<file path="config.mk">
export PLATFORM = sky130hd
export DESIGN_NAME = fetch_sequencer_flat
export DESIGN_NICKNAME = d
export VERILOG_FILES = /design/src/rtl/fetch_sequencer_pkg.sv /design/src/rtl/fetch_sequencer_if.sv /design/src/rtl/fetch_sequencer_hold_buf.sv /design/src/rtl/fetch_sequencer.sv /design/src/flat_wrapper.sv
export SDC_FILE = /design/constraint.sdc
export NUM_CORES = 1
export LEC_CHECK = 0
export BUFFER_PORTS_ARGS = -buffer_cell sky130_fd_sc_hd__buf_2
export CAP_MARGIN = 20
export CORE_MARGIN = 8
export CORE_UTILIZATION = 35
export CTS_CLUSTER_SIZE = 10
export DETAILED_ROUTE_END_ITERATION = 8
export PLACE_DENSITY = 0.64
export SETUP_SLACK_MARGIN = 0.1
export SYNTH_ARGS = -nofsm -noshare
export SYNTH_HDL_FRONTEND = slang
export SYNTH_SLANG_ARGS = --single-unit
</file>
<file path="constraint.sdc">
create_clock -name clk -period 3.4 [get_ports clk]
set_clock_uncertainty 0.2 [all_clocks]
set_input_delay 0.51 -clock clk [delete_from_list [all_inputs] [get_ports clk]]
set_output_delay 0.51 -clock clk [all_outputs]
set_load 0.1 [all_outputs]
</file>
<file path="src/rtl/fetch_sequencer_pkg.sv">
// Shared types and helpers for the KGP-RISC fetch sequencer.
package kgp_fetch_pkg;

   localparam int PC_W_DEF = 32;

   typedef enum logic [1:0] {
      ST_RUN   = 2'd0,
      ST_STALL = 2'd1,
      ST_HALT  = 2'd2
   } fetch_state_e;

   // Word-address bits needed to index a memory of the given depth.
   function automatic int addr_bits(input int depth);
      return (depth <= 1) ? 1 : $clog2(depth);
   endfunction

endpackage

</file>
<file path="src/rtl/fetch_sequencer_if.sv">
// Fetch-side bus: decode handshake, redirect/halt controls and imem port.
interface fetch_sequencer_if
   import kgp_fetch_pkg::*;
#(
   parameter int PC_W = PC_W_DEF
) ();
   logic            stall;
   logic            redirect_valid;
   logic [PC_W-1:0] redirect_target;
   logic            halt;
   logic [PC_W-1:0] imem_addr;
   logic [31:0]     imem_data;
   logic [31:0]     instr;
   logic [PC_W-1:0] instr_pc;
   logic            instr_valid;
   logic            halted;

   modport master (
      input  stall, redirect_valid, redirect_target, halt, imem_data,
      output imem_addr, instr, instr_pc, instr_valid, halted
   );

   modport slave (
      output stall, redirect_valid, redirect_target, halt, imem_data,
      input  imem_addr, instr, instr_pc, instr_valid, halted
   );
endinterface

</file>
<file path="src/rtl/fetch_sequencer_hold_buf.sv">
// One-entry hold register keeping the stalled instruction while imem moves on.
module fetch_hold_buf
   import kgp_fetch_pkg::*;
(
   input  logic        clk,
   input  logic        rst,
   input  logic        load_i,
   input  logic        clear_i,
   input  logic        show_i,
   input  logic [31:0] imem_data_i,
   output logic [31:0] instr_o,
   output logic        full_o
);
   logic [31:0] hold_q;
   logic        full_q;

   always_ff @(posedge clk or negedge rst) begin
      if (!rst) begin
         hold_q <= '0;
         full_q <= 1'b0;
      end else if (clear_i) begin
         hold_q <= '0;
         full_q <= 1'b0;
      end else if (load_i) begin
         hold_q <= imem_data_i;
         full_q <= 1'b1;
      end
   end

   // Nothing is shown to decode when neither the hold nor the live word is valid.
   always_comb begin
      instr_o = '0;
      if (full_q) begin
         instr_o = hold_q;
      end else if (show_i) begin
         instr_o = imem_data_i;
      end
   end

   assign full_o = full_q;
endmodule

</file>
<file path="src/rtl/fetch_sequencer.sv">
// PC sequencer and fetch controller for KGP-RISC (1-cycle synchronous imem).
// Optional performance counters are built when FETCH_PERF_CNT_EN is defined.
module fetch_sequencer
   import kgp_fetch_pkg::*;
#(
   parameter int              PC_W       = PC_W_DEF,
   parameter logic [PC_W-1:0] RESET_PC   = '0,
   parameter int              IMEM_DEPTH = 1024
) (
   input  logic clk,
   input  logic rst,
   fetch_sequencer_if.master bus
`ifdef FETCH_PERF_CNT_EN
   ,
   output logic [31:0] perf_fetched,
   output logic [31:0] perf_stall_cyc
`endif
);
   localparam int              AW      = addr_bits(IMEM_DEPTH);
   localparam logic [PC_W-1:0] LAST_PC = PC_W'(IMEM_DEPTH - 1);

   fetch_state_e    state_q, state_d;
   logic [PC_W-1:0] pc_q, pc_d;
   logic [PC_W-1:0] instr_pc_q, instr_pc_d;
   logic            valid_q, valid_d;
   logic            live_q, live_d;
   logic            hold_load, hold_clear, hold_full;
   logic [PC_W-1:0] next_pc, redir_pc;
   logic            unused_target_bits;

   assign next_pc  = (pc_q == LAST_PC) ? '0 : pc_q + PC_W'(1);
   assign redir_pc = PC_W'(bus.redirect_target[AW-1:0]);
   assign unused_target_bits = ^bus.redirect_target;

   always_ff @(posedge clk or negedge rst) begin
      if (!rst) begin
         state_q    <= ST_RUN;
         pc_q       <= RESET_PC;
         instr_pc_q <= '0;
         valid_q    <= 1'b0;
         live_q     <= 1'b0;
      end else begin
         state_q    <= state_d;
         pc_q       <= pc_d;
         instr_pc_q <= instr_pc_d;
         valid_q    <= valid_d;
         live_q     <= live_d;
      end
   end

   // live_q marks that the word now being read from imem belongs to the stream;
   // it is clear only for the warm-up cycle after reset.
   always_comb begin
      state_d    = state_q;
      pc_d       = pc_q;
      instr_pc_d = instr_pc_q;
      valid_d    = valid_q;
      live_d     = live_q;
      hold_load  = 1'b0;
      hold_clear = 1'b0;
      case (state_q)
         ST_HALT: begin
         end
         default: begin
            if (bus.halt) begin
               state_d    = ST_HALT;
               valid_d    = 1'b0;
               hold_clear = 1'b1;
            end else if (bus.redirect_valid) begin
               state_d    = ST_RUN;
               pc_d       = redir_pc;
               valid_d    = 1'b0;
               live_d     = 1'b1;
               hold_clear = 1'b1;
            end else if (bus.stall) begin
               if (state_q == ST_RUN && valid_q) begin
                  hold_load = 1'b1;
                  state_d   = ST_STALL;
               end
            end else begin
               state_d    = ST_RUN;
               hold_clear = hold_full;
               if (live_q) begin
                  pc_d       = next_pc;
                  instr_pc_d = pc_q;
                  valid_d    = 1'b1;
               end else begin
                  live_d = 1'b1;
               end
            end
         end
      endcase
   end

   fetch_hold_buf u_hold (
      .clk         (clk),
      .rst         (rst),
      .load_i      (hold_load),
      .clear_i     (hold_clear),
      .show_i      (valid_q),
      .imem_data_i (bus.imem_data),
      .instr_o     (bus.instr),
      .full_o      (hold_full)
   );

   assign bus.imem_addr   = pc_q;
   assign bus.instr_pc    = instr_pc_q;
   assign bus.instr_valid = valid_q;
   assign bus.halted      = (state_q == ST_HALT);

`ifdef FETCH_PERF_CNT_EN
   logic [31:0] perf_fetched_q, perf_stall_q;

   always_ff @(posedge clk or negedge rst) begin
      if (!rst) begin
         perf_fetched_q <= '0;
         perf_stall_q   <= '0;
      end else if (state_q != ST_HALT) begin
         if (valid_q && !bus.stall) begin
            perf_fetched_q <= perf_fetched_q + 32'd1;
         end
         if (bus.stall) begin
            perf_stall_q <= perf_stall_q + 32'd1;
         end
      end
   end

   assign perf_fetched   = perf_fetched_q;
   assign perf_stall_cyc = perf_stall_q;
`endif
endmodule

</file>
<file path="src/flat_wrapper.sv">
// flat-port wrapper written by rule: the top's interface ports become plain ports
module fetch_sequencer_flat import kgp_fetch_pkg::*;
#(
   parameter int              PC_W       = PC_W_DEF,
   parameter logic [PC_W-1:0] RESET_PC   = '0,
   parameter int              IMEM_DEPTH = 1024
)
  (clk, rst, bus_stall, bus_redirect_valid, bus_redirect_target, bus_halt, bus_imem_data, bus_imem_addr, bus_instr, bus_instr_pc, bus_instr_valid, bus_halted);
  fetch_sequencer_if #(.PC_W(PC_W)) bus_i ();
  input  logic clk;
  input  logic rst;
  input wire logic [$bits(bus_i.stall)-1:0] bus_stall;
  input wire logic [$bits(bus_i.redirect_valid)-1:0] bus_redirect_valid;
  input wire logic [$bits(bus_i.redirect_target)-1:0] bus_redirect_target;
  input wire logic [$bits(bus_i.halt)-1:0] bus_halt;
  input wire logic [$bits(bus_i.imem_data)-1:0] bus_imem_data;
  output wire logic [$bits(bus_i.imem_addr)-1:0] bus_imem_addr;
  output wire logic [$bits(bus_i.instr)-1:0] bus_instr;
  output wire logic [$bits(bus_i.instr_pc)-1:0] bus_instr_pc;
  output wire logic [$bits(bus_i.instr_valid)-1:0] bus_instr_valid;
  output wire logic [$bits(bus_i.halted)-1:0] bus_halted;
  assign bus_i.stall = bus_stall;
  assign bus_i.redirect_valid = bus_redirect_valid;
  assign bus_i.redirect_target = bus_redirect_target;
  assign bus_i.halt = bus_halt;
  assign bus_i.imem_data = bus_imem_data;
  assign bus_imem_addr = bus_i.imem_addr;
  assign bus_instr = bus_i.instr;
  assign bus_instr_pc = bus_i.instr_pc;
  assign bus_instr_valid = bus_i.instr_valid;
  assign bus_halted = bus_i.halted;
  fetch_sequencer #(.PC_W(PC_W), .RESET_PC(RESET_PC), .IMEM_DEPTH(IMEM_DEPTH)) u_core (.clk(clk), .rst(rst), .bus(bus_i));
endmodule
</file>
Word level (Yosys, flattened, before mapping). Index checks and enable logic that the tools add are counted.

Equal/unequal tests: 5. Multipliers: 0. Mux-type cells: 29. Div/mod/pow operators: 0. $lt $le $gt $ge: 0. Shifts and indexed selects: 0. Bitwise operators: 4. $add $sub $neg: 1. Reductions and logical operators: 10.

Operator list (number): 2-to-1 mux 32 bit (8); adder 32 x 1 -> 32 bit, second input constant (1); equality test 32 x 10 -> 1 bit, second input constant (1); 2-to-1 mux 1 bit (17); 2-to-1 mux 2 bit (4); AND reduction 3 bit (2); AND reduction 5 bit (1); != test 4 x 1 -> 1 bit, second input constant (1); NOT 1 bit (4); AND reduction 4 bit (1); nonzero test 2 bit (2); != test 3 x 1 -> 1 bit, second input constant (1); nonzero test 3 bit (1); equality test 2 bit, second input constant (1); zero test 2 bit (1); != test 2 x 1 -> 1 bit, second input constant (1); AND reduction 2 bit (1); logical AND 1 bit (1).

Memories kept: 0. Output and inout port bits: 98. Logic and storage cells: 56. Bits in registers: 101. Memory bits (writable): 0. Memory bits (read-only): 0. Latch bits: 0.

Longest topological paths before layout. Gate-level depths: netlist (run 1).

Depth in word-level cells: 9. Depth in mapped cells: 8. Depth with buffers taken out: 6.

Modules after synthesis. A second synthesis (run 1) with hierarchy kept.

Cells, all modules: 461. Area total of the unflattened synthesis: 4939.7 um^2.

By module, submodules not included: fetch_sequencer (sequential area each 1701.6 um^2, cells an instance 310, times used 1, area each 3214.3 um^2); fetch_hold_buf (sequential area each 825.8 um^2, cells an instance 151, times used 1, area each 1725.4 um^2).

Least setup slack after synthesis (run 1). Ideal clock, no wire load.

Path type: register to output. Start point: register u_core.valid_q, in the netlist u_core.bus.instr_valid. End point: output port bus_instr[30]. Stages on the path, launching flop included: 3. Arrival: 3183 ps. Data required time: 2690 ps. Slack: -493 ps. Cells stage by stage: dfrtp_1 > nand2_1 > o21ai_0.

Word-level cells in the longest chain between the ends: 2.

Ends and longest elaborated chain: start, declared (line fetch_sequencer.sv:25) `logic valid_q, valid_d;`; start signal, assigned (line fetch_sequencer.sv:46) `valid_q <= valid_d;`; 2-to-1 mux 32 bit (line fetch_sequencer_hold_buf.sv:35) `end else if (show_i) begin`; 2-to-1 mux 32 bit (line fetch_sequencer_hold_buf.sv:33) `if (full_q) begin`; end, declared (line flat_wrapper.sv:18) `output wire logic [$bits(bus_i.instr)-1:0] bus_instr;`.

Every way passes these cells.

Final worst setup path (run 1).
Start point: register u_core.u_hold.full_q, in the netlist u_core.u_hold.full_o. End point: output port bus_instr[0].

Word-level cells in the longest chain between the ends: 1.

Ends and longest elaborated chain: start, declared (line fetch_sequencer_hold_buf.sv:15) `logic full_q;`; start signal, assigned (line fetch_sequencer_hold_buf.sv:20) `full_q <= 1'b0;`; start signal, assigned (line fetch_sequencer_hold_buf.sv:23) `full_q <= 1'b0;`; start signal, assigned (line fetch_sequencer_hold_buf.sv:26) `full_q <= 1'b1;`; 2-to-1 mux 32 bit (line fetch_sequencer_hold_buf.sv:33).

Every way passes these cells.

==> results.sh, run 1 <==
export IMPL_cpLargestDelayFamily="buffers and inverters"
export IMPL_rsz0062_at_grt="false"
export IMPL_drive_gt1_frac=0.357
export IMPL_syn_area_um2=4680
export IMPL_gr_total_overflow=0
export IMPL_grt_antenna_before_repair=0
export IMPL_die_area_um2=17300
export IMPL_die_h_um=132
export IMPL_fin_cells=744
export IMPL_maxSlewHeadroom=0.453
export IMPL_setup_violations=0
export IMPL_grt_use_total=0.151
export IMPL_required_ns=2.69
export IMPL_final_util=0.449
export IMPL_arrival_ns=1.99
export IMPL_crit_fanout=31
export IMPL_startpoint_type="register"
export IMPL_area_growth_pct=25.9
export IMPL_yosys_warnings=0
export IMPL_drv_cap=0
export IMPL_dr_total_vias=4037
export IMPL_cts_buffers=9
export IMPL_async_flop_share=1.00
export IMPL_synth_main_ff_cell="dfrtp_1"
export IMPL_cp_num_buf_inv=2
export IMPL_cts_setup_buffers=0
export IMPL_post_route_min_period_ns=2.70
export IMPL_gp_congestion=0.806
export IMPL_cts_tree="built"
export IMPL_violations="hold timing"
export IMPL_layout_common_cells="buf_2 (143), dfrtp_1 (101), a22o_1 (63)"
export IMPL_slowest_delay_ns=0.51
export IMPL_cts_root_buf="clkbuf_16"
export IMPL_ys_types=42
export IMPL_fmax_mhz=371
export IMPL_synth_edf_count=0
export IMPL_worstMarginPinSlew_ns=0.815
export IMPL_core_rowCount=42
export IMPL_cts_hold_buf=0
export IMPL_firstDrtPassIters=4
export IMPL_cts_resized=0
export IMPL_clockBufferDepth=2
export IMPL_syn_nets=497
export IMPL_pre_cts_slack_ns=0.512
export IMPL_clock_latency_ns=0.35
export IMPL_wire_per_inst_um=17.3
export IMPL_cts_sinks=101
export IMPL_post_drt_via_cell_ratio=5.43
export IMPL_grt_pass1_vias=4297
export IMPL_power_density_nw_per_um2=461
export IMPL_ys_ff_latch=101
export IMPL_htree_levels=3
export IMPL_cp_slowest_cell="dfrtp_1"
export IMPL_ios=167
export IMPL_hold_ws_ns=-0.0118
export IMPL_core_area_um2=13100
export IMPL_grt_max_degree=52
export IMPL_dieWidth_um=132
export IMPL_place_inst=728
export IMPL_antenna_cells=0
export IMPL_drv_slew=0
export IMPL_synthCells=427
export IMPL_antenna_left=0
export IMPL_crit_path_end_kind="output port"
export IMPL_finalHoldViolCount=25
export IMPL_io_buffers=144
export IMPL_layout_nets=633
export IMPL_clk_pin_slew_ns=0.07
export IMPL_fin_crit_sh=0.793
export IMPL_hp_class="in -> async"
export IMPL_layout_commonest_cell="buf_2"
export IMPL_ir_drop_uv=210
export IMPL_finalWorstSetupSlack_ns=0.705
export IMPL_drt_wl_total_um=12900
export IMPL_status="finished, violations left"
export IMPL_drtIter0Drc=282
export IMPL_grt_pass1_wl_um=21800
export IMPL_worstPathCellList="nor2b_2 > buf_4 > a22o_1 > buf_2"
export IMPL_drcViolationCount=0
export IMPL_p_leak_nw=2.98
export IMPL_syn_avg_cell_area_um2=11.0
export IMPL_ys_seq_area_frac=0.540
export IMPL_crit_type="reg -> out"
export IMPL_start_util=0.356
export IMPL_dpl_hpwl_um=9220
export IMPL_fin_setup_tns_ns=0
[Yosys cell counts (2+ instances only)]
| library cell | n | area [um2] |
|---|---|---|
| dfrtp_1 | 101 | 2530 |
| a22o_1 | 63 | 552 |
| nand2_1 | 31 | 116 |
| mux2_2 | 28 | 315 |
| a21oi_1 | 26 | 130 |
| o21ai_0 | 22 | 110 |
| clkbuf_1 | 20 | 75.1 |
| nor2_1 | 16 | 60.1 |
| nand3_1 | 14 | 70.1 |
| or3_1 | 13 | 81.3 |
| nand4_1 | 10 | 62.6 |
| inv_1 | 7 | 26.3 |
| o31ai_1 | 7 | 52.6 |
| a22oi_1 | 6 | 45.0 |
| nor3_1 | 6 | 30.0 |
| nor4_1 | 6 | 37.5 |
| or4_1 | 6 | 45.0 |
| and2_1 | 4 | 25.0 |
| and3_1 | 4 | 25.0 |
| a21o_1 | 3 | 22.5 |
| and4_1 | 3 | 26.3 |
| buf_1 | 3 | 11.3 |
| a221o_1 | 2 | 20.0 |
| buf_2 | 2 | 10.0 |
| buf_6 | 2 | 22.5 |
| nand2b_1 | 2 | 12.5 |
| nor2b_1 | 2 | 12.5 |
| nor3b_1 | 2 | 15.0 |
| o41ai_1 | 2 | 17.5 |
| or4_4 | 2 | 22.5 |
[report_power, final]
part,total (mW),internal [mW],switching (mW)
logic,0.393,0.0761,0.317
clock network,1.05,0.593,0.457
registers,1.28,1.23,0.0418
[area by class of cell]
class | instances | area (um2)
sequential | 101 | 2530
fill | 1265 | 7240
tap | 176 | 220
inverter | 7 | 26.3
multi-input combinational | 291 | 2020
timing repair buffer | 153 | 803
clock inverter | 5 | 60.1
clock buffer | 11 | 243
[flip-flops by register name, indices dropped and copies added, names as in the netlist]
name	flops
u_core.live_q	1
u_core.bus.imem_addr	32
u_core.bus.instr_valid	1
u_core.state_q	2
u_core.u_hold.full_o	1
u_core.bus.instr_pc	32
u_core.u_hold.hold_q	32
[per-stage QoR]
stage	cell area, um2	power, mW	hold WS (ns)
5_1_grt	5900	2.82	0.0395
3_5_place_dp	5590	1.70	0.248
2_1_floorplan	4680	1.58	0.0144
3_3_place_gp	5590	1.69	0.242
6_report	5900	2.72	-0.0118
4_1_cts	5900	2.75	0.0128
[cell families (layout without fill, tap and decap cells)]
group,count (synthesis),after routing,share of synthesized area
AO/OA/AOI/OAI,139,139,0.217
AND/OR/NAND/NOR,122,122,0.138
flip-flops,101,101,0.540
buffers and inverters,35,176,0.0326
multiplexers,28,28,0.0673
adder cells (fa/ha/maj),1,1,0.00267
XOR/XNOR,1,1,0.00187
[metal layers]
metal  part of all wire  vias to the layer above  track usage
met3              0.086                       16       0.0549
met1               0.44                     1985        0.180
met5                  0                        -            0
met2               0.46                      134        0.245
met4              0.014                        0       0.0536
li1                   -                     1902            -
[final timing paths]
kind                                              start                       end  slack, ns  cells past startpoint
worst max-delay path               u_core.u_hold.full_o              bus_instr[0]       0.70                      4
worst min-delay path                                rst  u_core.bus.imem_addr[22]      -0.01                      1
worst max register to register  u_core.bus.imem_addr[0]   u_core.bus.imem_addr[3]       0.87                      6
worst min register to register            u_core.live_q             u_core.live_q       0.27                      1
max in group asynchronous                           rst    u_core.bus.instr_pc[6]       2.27                      2
min in group clk                 bus_redirect_target[0]   u_core.bus.imem_addr[0]       0.19                      3
No activity file was read; power rests on OpenSTA's default activity.
==> run 2: changes to the inputs <==
clock period = 2.54 ns   (was 3.4 ns; I/O delays follow)
==> run 2 against run 1 <==
The run now ends clean. Power is 35% higher. Die area stayed put. Sequential power grew 34%. Non-clock buffer count grew 17. Sequential share of layout area decreased by 4.1 points. Count of clock-buffer cells in the layout shrank 1. Register-to-register slack got worse by 0.68 ns. Final cell count is 2.3% higher. Design area up 13%. Setup slack lost 0.51 ns. Critical path type is now reg -> reg. Largest power group unchanged.
==> results.sh, run 2 (synthesis gave the netlist of run 1 again) <==
export IMPL_status="finished clean"
export IMPL_startpoint_type="register"
export IMPL_cts_buffers=9
export IMPL_finalHoldViolCount=0
export IMPL_die_h_um=132
export IMPL_setup_violations=0
export IMPL_cts_tree="built"
export IMPL_gp_congestion=0.821
export IMPL_firstDrtPassIters=4
export IMPL_ir_drop_uv=363
export IMPL_core_area_um2=13100
export IMPL_post_drt_via_cell_ratio=5.48
export IMPL_io_buffers=144
export IMPL_cp_slowest_cell="or4_4"
export IMPL_antenna_left=0
export IMPL_fin_cells=761
export IMPL_layout_common_cells="buf_2 (111), dfrtp_1 (68), buf_12 (35)"
export IMPL_required_ns=2.61
export IMPL_die_area_um2=17300
export IMPL_rsz0062_at_grt="false"
export IMPL_r2r_cells=5
export IMPL_pre_cts_slack_ns=0.0460
export IMPL_fin_setup_tns_ns=0
export IMPL_core_rowCount=42
export IMPL_crit_fanout=16
export IMPL_worstPathCellList="ha_4 > nand4_1 > or4_4 > or4_1 > a21oi_1"
export IMPL_drcViolationCount=0
export IMPL_fin_crit_sh=0.925
export IMPL_cts_setup_buffers=0
export IMPL_post_route_min_period_ns=2.35
export IMPL_area_growth_pct=42.2
export IMPL_placed_cell_area_um2=6350
export IMPL_drive_gt1_frac=0.494
export IMPL_min_from="bus_redirect_target[1]"
export IMPL_fmax_mhz=426
export IMPL_holdPathStages=3
export IMPL_maxSlewHeadroom=0.383
export IMPL_reg2reg_from="u_core.bus.imem_addr[0]"
export IMPL_grt_max_degree=49
export IMPL_cts_sinks=101
export IMPL_clk_pin_slew_ns=0.07
export IMPL_dr_total_vias=4170
export IMPL_power_density_nw_per_um2=553
export IMPL_drtIter0Drc=363
export IMPL_r2r_setup_slack_ns=0.19
export IMPL_clock_latency_ns=0.35
export IMPL_antenna_cells=0
export IMPL_drv_cap=0
export IMPL_drt_wl_total_um=13600
export IMPL_hold_end="u_core.bus.imem_addr[1]"
export IMPL_grt_pass1_wl_um=22800
export IMPL_start_util=0.356
export IMPL_crit_type="reg -> reg"
export IMPL_total_power_mw=3.68
export IMPL_dieWidth_um=132
export IMPL_dpl_hpwl_um=9840
export IMPL_p_leak_nw=3.13
export IMPL_hold_ws_ns=0.0690
export IMPL_clockBufferDepth=2
export IMPL_layout_nets=650
export IMPL_grt_pass1_vias=4435
export IMPL_hp_class="in -> reg"
export IMPL_drv_slew=0
export IMPL_arrival_ns=2.41
export IMPL_finalWorstSetupSlack_ns=0.191
export IMPL_grt_use_total=0.159
export IMPL_grt_antenna_before_repair=0
export IMPL_htree_levels=3
export IMPL_fin_area_um2=6660
export IMPL_crit_path_end_kind="register"
export IMPL_worst_r2r_endpoint="u_core.bus.imem_addr[26]"
export IMPL_worstMarginPinSlew_ns=0.919
export IMPL_ios=167
export IMPL_final_util=0.507
export IMPL_wire_per_inst_um=17.9
export IMPL_slowest_delay_ns=0.67
export IMPL_gr_total_overflow=0
export IMPL_cts_root_buf="clkbuf_16"
export IMPL_place_inst=744
export IMPL_layout_commonest_cell="buf_2"
run 2: what timing repair did:
action,CTS,global route
setup endpoints to repair,0,1
resized for setup,0,1
endpoints found under the hold margin,38,0
hold buffers,1,0
run 2: area by class of cell:
cell class	count	area [um2]
flip-flops and latches	101	2580
multi-input cells	291	2090
clock buffers	10	229
inverters	7	26.3
well taps	176	220
clock inverters	6	65.1
repair buffers	170	1440
fillers	1230	6480
run 2: how the worst max path moves through the flow:
stage	startpoint	to	slack, ns	cells past startpoint
after CTS	u_core.bus.imem_addr[19]	u_core.bus.imem_addr[3]	0.18	5
after global routing	u_core.bus.imem_addr[0]	u_core.bus.imem_addr[28]	0.11	5
final	u_core.bus.imem_addr[0]	u_core.bus.imem_addr[26]	0.19	5
after global placement	bus_stall	u_core.bus.imem_addr[31]	0.06	6
after detailed placement	bus_stall	u_core.bus.imem_addr[31]	0.05	6
after floorplan	u_core.bus.imem_addr[0]	u_core.bus.imem_addr[3]	0.10	7
run 2: power breakdown:
| group | switching [mW] | internal, mW | leakage [nW] | total, mW |
|---|---|---|---|---|
| clock | 0.616 | 0.765 | 0.142 | 1.38 |
| combinational | 0.439 | 0.150 | 1.67 | 0.589 |
| sequential | 0.0544 | 1.66 | 1.32 | 1.71 |
run 2: critical path, delay by kind of cell (launching register included):
kind / cells / cell delay, ns
AND/OR/NAND/NOR: 3 / 1.30
adder cells (fa/ha/maj): 1 / 0.16
AO/OA/AOI/OAI: 1 / 0.15
flip-flops: 1 / 0.45
run 2: per-layer routing:
layer  vias up  track usage  wire length [um]
li1       1940            -                 -
met1      2067        0.181              5470
met2       151        0.260              6540
met3        12       0.0777              1500
met4         0       0.0421                89
met5         -            0                 0
